## config.mk

```make
export PLATFORM = sky130hd
export DESIGN_NAME = spi_master_cfg_flat
export DESIGN_NICKNAME = d
export VERILOG_FILES = /design/src/rtl/spi_master_cfg_if.sv /design/src/rtl/spi_master_cfg.sv /design/src/flat_wrapper.sv
export SDC_FILE = /design/constraint.sdc
export NUM_CORES = 1
export LEC_CHECK = 0
export ABC_CLOCK_PERIOD_IN_PS = 1800
export CORE_MARGIN = 3
export CORE_UTILIZATION = 50
export CTS_BUF_LIST = sky130_fd_sc_hd__clkbuf_4 sky130_fd_sc_hd__clkbuf_8 sky130_fd_sc_hd__clkbuf_16
export DETAILED_ROUTE_END_ITERATION = 7
export PLACE_DENSITY = 0.75
export SKIP_LAST_GASP = 1
export SLEW_MARGIN = 20
export SYNTH_ARGS = -nofsm -noshare
export SYNTH_HDL_FRONTEND = slang
export SYNTH_SLANG_ARGS = --single-unit
```

## constraint.sdc

```tcl
create_clock -name _i_clk -period 1.8 [get_ports _i_clk]
set_input_delay 0.36 -clock _i_clk [delete_from_list [all_inputs] [get_ports _i_clk]]
set_output_delay 0.36 -clock _i_clk [all_outputs]
set_load 0.02 [all_outputs]
```

## src/rtl/spi_master_cfg_if.sv

```systemverilog
// Request, serial-line and status bundle between the core logic
// and the configurable SPI master.
interface spi_master_cfg_if #(
   parameter int DATA_W = 8
);
   logic [DATA_W:0]   _i_to_transmit;
   logic              _i_miso;
   logic [DATA_W+4:0] __output;

   modport master (
      input  _i_to_transmit,
      input  _i_miso,
      output __output
   );

   modport slave (
      output _i_to_transmit,
      output _i_miso,
      input  __output
   );
endinterface

```

## src/rtl/spi_master_cfg.sv

```systemverilog
// Configurable SPI master: word width, SCLK divider, CPOL/CPHA,
// bit order, chip select and MISO receive with a done strobe.
module spi_master_cfg #(
   parameter int DATA_W      = 8,
   parameter int HALF_PERIOD = 500,
   parameter int CPOL        = 1,
   parameter int CPHA        = 0,
   parameter int LSB_FIRST   = 1
) (
   input  logic             _i_clk,
   input  logic             _i_rst,
   spi_master_cfg_if.master bus
);
   localparam int HW = (HALF_PERIOD > 1) ? $clog2(HALF_PERIOD) : 1;
   localparam int BW = (DATA_W > 1) ? $clog2(DATA_W) : 1;
   localparam logic IDLE_LVL = (CPOL != 0);
   // SCLK level during phase A; phase B is always its inverse
   localparam logic LEAD_LVL = (CPHA != 0) ? !IDLE_LVL : IDLE_LVL;

   typedef enum logic {S_IDLE, S_SHIFT} state_t;

   state_t            state_q, state_d;
   logic              phase_q, phase_d;
   logic [HW-1:0]     hp_q, hp_d;
   logic [BW-1:0]     bit_q, bit_d;
   logic [DATA_W-1:0] tx_q, tx_d;
   logic [DATA_W-1:0] rx_q, rx_d;
   logic [DATA_W-1:0] rx_data_q, rx_data_d;
   logic              sclk_q, sclk_d;
   logic              mosi_q, mosi_d;
   logic              cs_n_q, cs_n_d;
   logic              busy_q, busy_d;
   logic              rx_valid_q, rx_valid_d;

   logic              req_valid;
   logic [DATA_W-1:0] req_data;
   logic              hp_end;
   logic              last_bit;

   assign req_valid = bus._i_to_transmit[DATA_W];
   assign req_data  = bus._i_to_transmit[DATA_W-1:0];
   assign hp_end    = (hp_q == HW'(HALF_PERIOD - 1));
   assign last_bit  = (bit_q == BW'(DATA_W - 1));

   function automatic logic [BW-1:0] pos(input logic [BW-1:0] i);
      return (LSB_FIRST != 0) ? i : BW'(DATA_W - 1) - i;
   endfunction

   always_ff @(posedge _i_clk or posedge _i_rst) begin
      if (_i_rst) begin
         state_q    <= S_IDLE;
         phase_q    <= 1'b0;
         hp_q       <= '0;
         bit_q      <= '0;
         tx_q       <= '0;
         rx_q       <= '0;
         rx_data_q  <= '0;
         sclk_q     <= IDLE_LVL;
         mosi_q     <= 1'b0;
         cs_n_q     <= 1'b1;
         busy_q     <= 1'b0;
         rx_valid_q <= 1'b0;
      end else begin
         state_q    <= state_d;
         phase_q    <= phase_d;
         hp_q       <= hp_d;
         bit_q      <= bit_d;
         tx_q       <= tx_d;
         rx_q       <= rx_d;
         rx_data_q  <= rx_data_d;
         sclk_q     <= sclk_d;
         mosi_q     <= mosi_d;
         cs_n_q     <= cs_n_d;
         busy_q     <= busy_d;
         rx_valid_q <= rx_valid_d;
      end
   end

   always_comb begin
      state_d = state_q;
      unique case (state_q)
         S_IDLE:  if (req_valid) state_d = S_SHIFT;
         S_SHIFT: if (hp_end && phase_q && last_bit) state_d = S_IDLE;
         default: state_d = S_IDLE;
      endcase
   end

   always_comb begin
      phase_d    = phase_q;
      hp_d       = hp_q;
      bit_d      = bit_q;
      tx_d       = tx_q;
      rx_d       = rx_q;
      rx_data_d  = rx_data_q;
      sclk_d     = sclk_q;
      mosi_d     = mosi_q;
      cs_n_d     = cs_n_q;
      busy_d     = busy_q;
      rx_valid_d = 1'b0;
      unique case (state_q)
         S_IDLE: begin
            if (req_valid) begin
               tx_d    = req_data;
               rx_d    = '0;
               mosi_d  = req_data[pos('0)];
               sclk_d  = LEAD_LVL;
               phase_d = 1'b0;
               hp_d    = '0;
               bit_d   = '0;
               cs_n_d  = 1'b0;
               busy_d  = 1'b1;
            end
         end
         S_SHIFT: begin
            hp_d = hp_end ? '0 : hp_q + HW'(1);
            if (hp_end && !phase_q) begin
               phase_d          = 1'b1;
               sclk_d           = !LEAD_LVL;
               rx_d[pos(bit_q)] = bus._i_miso;
            end else if (hp_end && !last_bit) begin
               phase_d = 1'b0;
               sclk_d  = LEAD_LVL;
               bit_d   = bit_q + BW'(1);
               mosi_d  = tx_q[pos(bit_q + BW'(1))];
            end else if (hp_end) begin
               phase_d    = 1'b0;
               sclk_d     = IDLE_LVL;
               cs_n_d     = 1'b1;
               busy_d     = 1'b0;
               rx_data_d  = rx_q;
               rx_valid_d = 1'b1;
            end
         end
         default: ;
      endcase
   end

   assign bus.__output = {sclk_q, mosi_q, cs_n_q, busy_q,
                          rx_valid_q, rx_data_q};
endmodule

```

## src/flat_wrapper.sv

```systemverilog
// flat-port wrapper written by rule: the top's interface ports become plain ports
module spi_master_cfg_flat 
#(
   parameter int DATA_W      = 8,
   parameter int HALF_PERIOD = 500,
   parameter int CPOL        = 1,
   parameter int CPHA        = 0,
   parameter int LSB_FIRST   = 1
)
  (_i_clk, _i_rst, bus__i_to_transmit, bus__i_miso, bus___output);
  spi_master_cfg_if #(.DATA_W(DATA_W)) bus_i ();
  input  logic _i_clk;
  input  logic _i_rst;
  input wire logic [$bits(bus_i._i_to_transmit)-1:0] bus__i_to_transmit;
  input wire logic [$bits(bus_i._i_miso)-1:0] bus__i_miso;
  output wire logic [$bits(bus_i.__output)-1:0] bus___output;
  assign bus_i._i_to_transmit = bus__i_to_transmit;
  assign bus_i._i_miso = bus__i_miso;
  assign bus___output = bus_i.__output;
  spi_master_cfg #(.DATA_W(DATA_W), .HALF_PERIOD(HALF_PERIOD), .CPOL(CPOL), .CPHA(CPHA), .LSB_FIRST(LSB_FIRST)) u_core (._i_clk(_i_clk), ._i_rst(_i_rst), .bus(bus_i));
endmodule
```

==> run metrics <==
hold buffers post-CTS=0; TritonCTS clock tree=done; synthesized instance count=between 150 and 200; Warnings, synthesis=0; wirelength, routed=about 4500 µm; design area=2630 µm²; io pins=25; Post-Syn Nets=210; Yosys top cell area share=about 50%; Worst Setup End Kind=flop; Max Freq=around 570 MHz; Max Root-Sink Buffers=2; Startpoint Class=flop; Hold Fails Final Rpt=0; Mapped Area=about 2100 µm²; crit share post-route=97.5%; iteration-0 DRC count of the detailed router=~150; Total Power=approximately 2.7 mW; MaxCap Viol Count=0; ys flop type=dfrtp_1; grt ovf=0; die width=70.8 µm; antenna violations before repair=0; CTS sink cnt=between 40 and 50; most common cell after layout, fill and taps aside=nand2_1; CP Class=flop to flop; Final min period=roughly 1.8 ns; total number of vias=approximately 1600; Post-DRT Antenna Nets=0; die footprint=approximately 5000 µm²; Num CTS Buffers=5; Crit path required time=about 2 ns; global-route wire length before repair=7290 µm; synth-to-layout area growth=25.2%; post-CTS setup buffers=0; clock insertion delay at the later pin of the skew report=~0.3 ns; NumNets Final=between 200 and 250; number of global-route vias before repair=between 1500 and 2000; Pwr Density=1040 nW/µm²; Root Driver=clkbuf_8; share of cells above drive strength 1=between 20% and 30%; Fin Clk Skew=approximately 0.0051 ns; gpl congestion=roughly 0.86; row cnt=22; core area=between 3000 and 4000 µm²; DP HPWL=~3100 µm; post-synthesis sequential area ratio=a little over 50%; Starting Density=a little over half; routed len/inst=between 15 and 20 µm; worst-margin pin slew=0.381 ns; Worst slew margin=74.4%; H-Tree Depth=2; Die Ht=70.8 µm; count of final setup violators=0; Seq cells post-synth=43; Post-DP Area=between 2000 and 2500 µm²; HP Class=input port to asynchronous set/reset pin; number of port buffers=24; Synth cell types=43; FFs w/ async S/R, synth=100%; Reg clk slew, reported paths=about 0.08 ns; worst path arrival time=slightly below 2 ns; largest net degree at the start of global routing=44; Final Hold Slack=between 0.4 and 0.5 ns; n_diodes=0; Max rail drop VDD=0.000709 V; GRT Total Usage=a little under a fifth; Syn Area/Cell=roughly 11 µm²; Slew Limit Fails=0; post-synth top area cell=dfrtp_1; drt via density=around 5.7; main area contributors after synthesis=dfrtp_1 49%, nand2_1 7.5%, mux2_2 4.8%, mux2i_1 4.3%, o21ai_0 2.9%; P_leak=between 1 and 1.5 nW; status=completed; drt pass-1 iters=4; Residual DRC=0; Max Fanout on Critical Path=11; number of synthesized flops with an enable pin=0; commonest cells after routing, fill and taps aside=42 x nand2_1, 41 x dfrtp_1, 22 x clkdlybuf4s50_1
kinds of logic after synthesis:
family,share of synthesized area (%)
buffers and inverters,3.52
flip-flops,51.4
XOR/XNOR,0.417
multiplexers,10.9
adder cells (fa/ha/maj),1.79
AND/OR/NAND/NOR,23.2
AO/OA/AOI/OAI,8.76
stage by stage:
stage	utilization, %	TNS (ns)	cells	setup WS, ns
floorplan	-	0	195	0.0456
global placement	63.9	0	272	0.104
detailed placement	63.9	0	272	0.0257
CTS	67.4	0	280	0.0242
global route	68.2	-0.00773	280	-0.00587
finish	68.2	0	280	0.0450
per-layer routing:
| layer | track usage [%] | vias up | routed length (µm) |
|---|---|---|---|
| met5 | 0 | - | 0 |
| met4 | 6.89 | 0 | 66 |
| met3 | 5.26 | 8 | 200 |
| met2 | 31.4 | 36 | 2330 |
| met1 | 22.5 | 790 | 1910 |
| li1 | - | 760 | - |
final cells by class:
type	count	area [µm²]
fill	306	1220
tap	48	60.1
clock buffer	6	76.3
multi-input combinational	138	975
sequential	43	1080
clock inverter	2	60.1
inverter	5	20.0
timing repair buffer	38	359
critical path, cell delays in order, from the launching register on:
cell and delay, ns:
dfrtp_1 0.41, buf_6 0.17, mux4_2 0.49, a221o_1 0.30, mux2_4 0.27
flip-flops by register name, indices dropped and copies added (netlist names):
register,flops
u_core.state_q,1
u_core.busy_q,1
u_core.rx_q,8
u_core.phase_q,1
u_core.tx_q,8
u_core.cs_n_q,1
u_core.hp_q,9
u_core.rx_data_q,8
u_core.mosi_q,1
u_core.sclk_q,1
u_core.rx_valid_q,1
u_core.bit_q,3
cells in the mapped netlist (all sizes together) (2+ instances only):
cell,n
a21oi,6
a31oi,5
and3,2
and4,2
buf,7
clkbuf,2
dfrtp,41
dfstp,2
ha,3
inv,4
mux2,10
mux2i,9
nand2,42
nand2b,3
nand3,8
nand3b,2
nand4,3
nand4b,3
nor2,9
nor4,2
o211ai,2
o21ai,12
o31ai,2
or4b,2
power by group:
part           leakage [nW]  switching, mW  internal, mW
clock network        0.0688          0.328         0.570
logic                 0.598          0.258         0.275
registers             0.539          0.189          1.12
final timing paths:
| path | end | cells after the start | from | slack [ns] |
|---|---|---|---|---|
| worst min-delay path | u_core.rx_data_q[5] | 3 | _i_rst | 0.42 |
| worst max register to register | u_core.mosi_q | 4 | u_core.bit_q[0] | 0.05 |
| worst min register to register | u_core.tx_q[4] | 2 | u_core.tx_q[4] | 0.48 |
| max in group asynchronous | u_core.sclk_q | 3 | _i_rst | 1.10 |
| worst max-delay path | u_core.mosi_q | 4 | u_core.bit_q[0] | 0.05 |
| min in group _i_clk | u_core.tx_q[4] | 2 | u_core.tx_q[4] | 0.48 |
repair_timing:
| action | CTS | global route |
|---|---|---|
| gates resized for setup | 2 | 4 |
| endpoints found under the setup margin | 2 | 14 |
| hold endpoints to repair | 0 | 0 |
| cloned | 0 | 0 |
(Power assumes the default switching activity.)
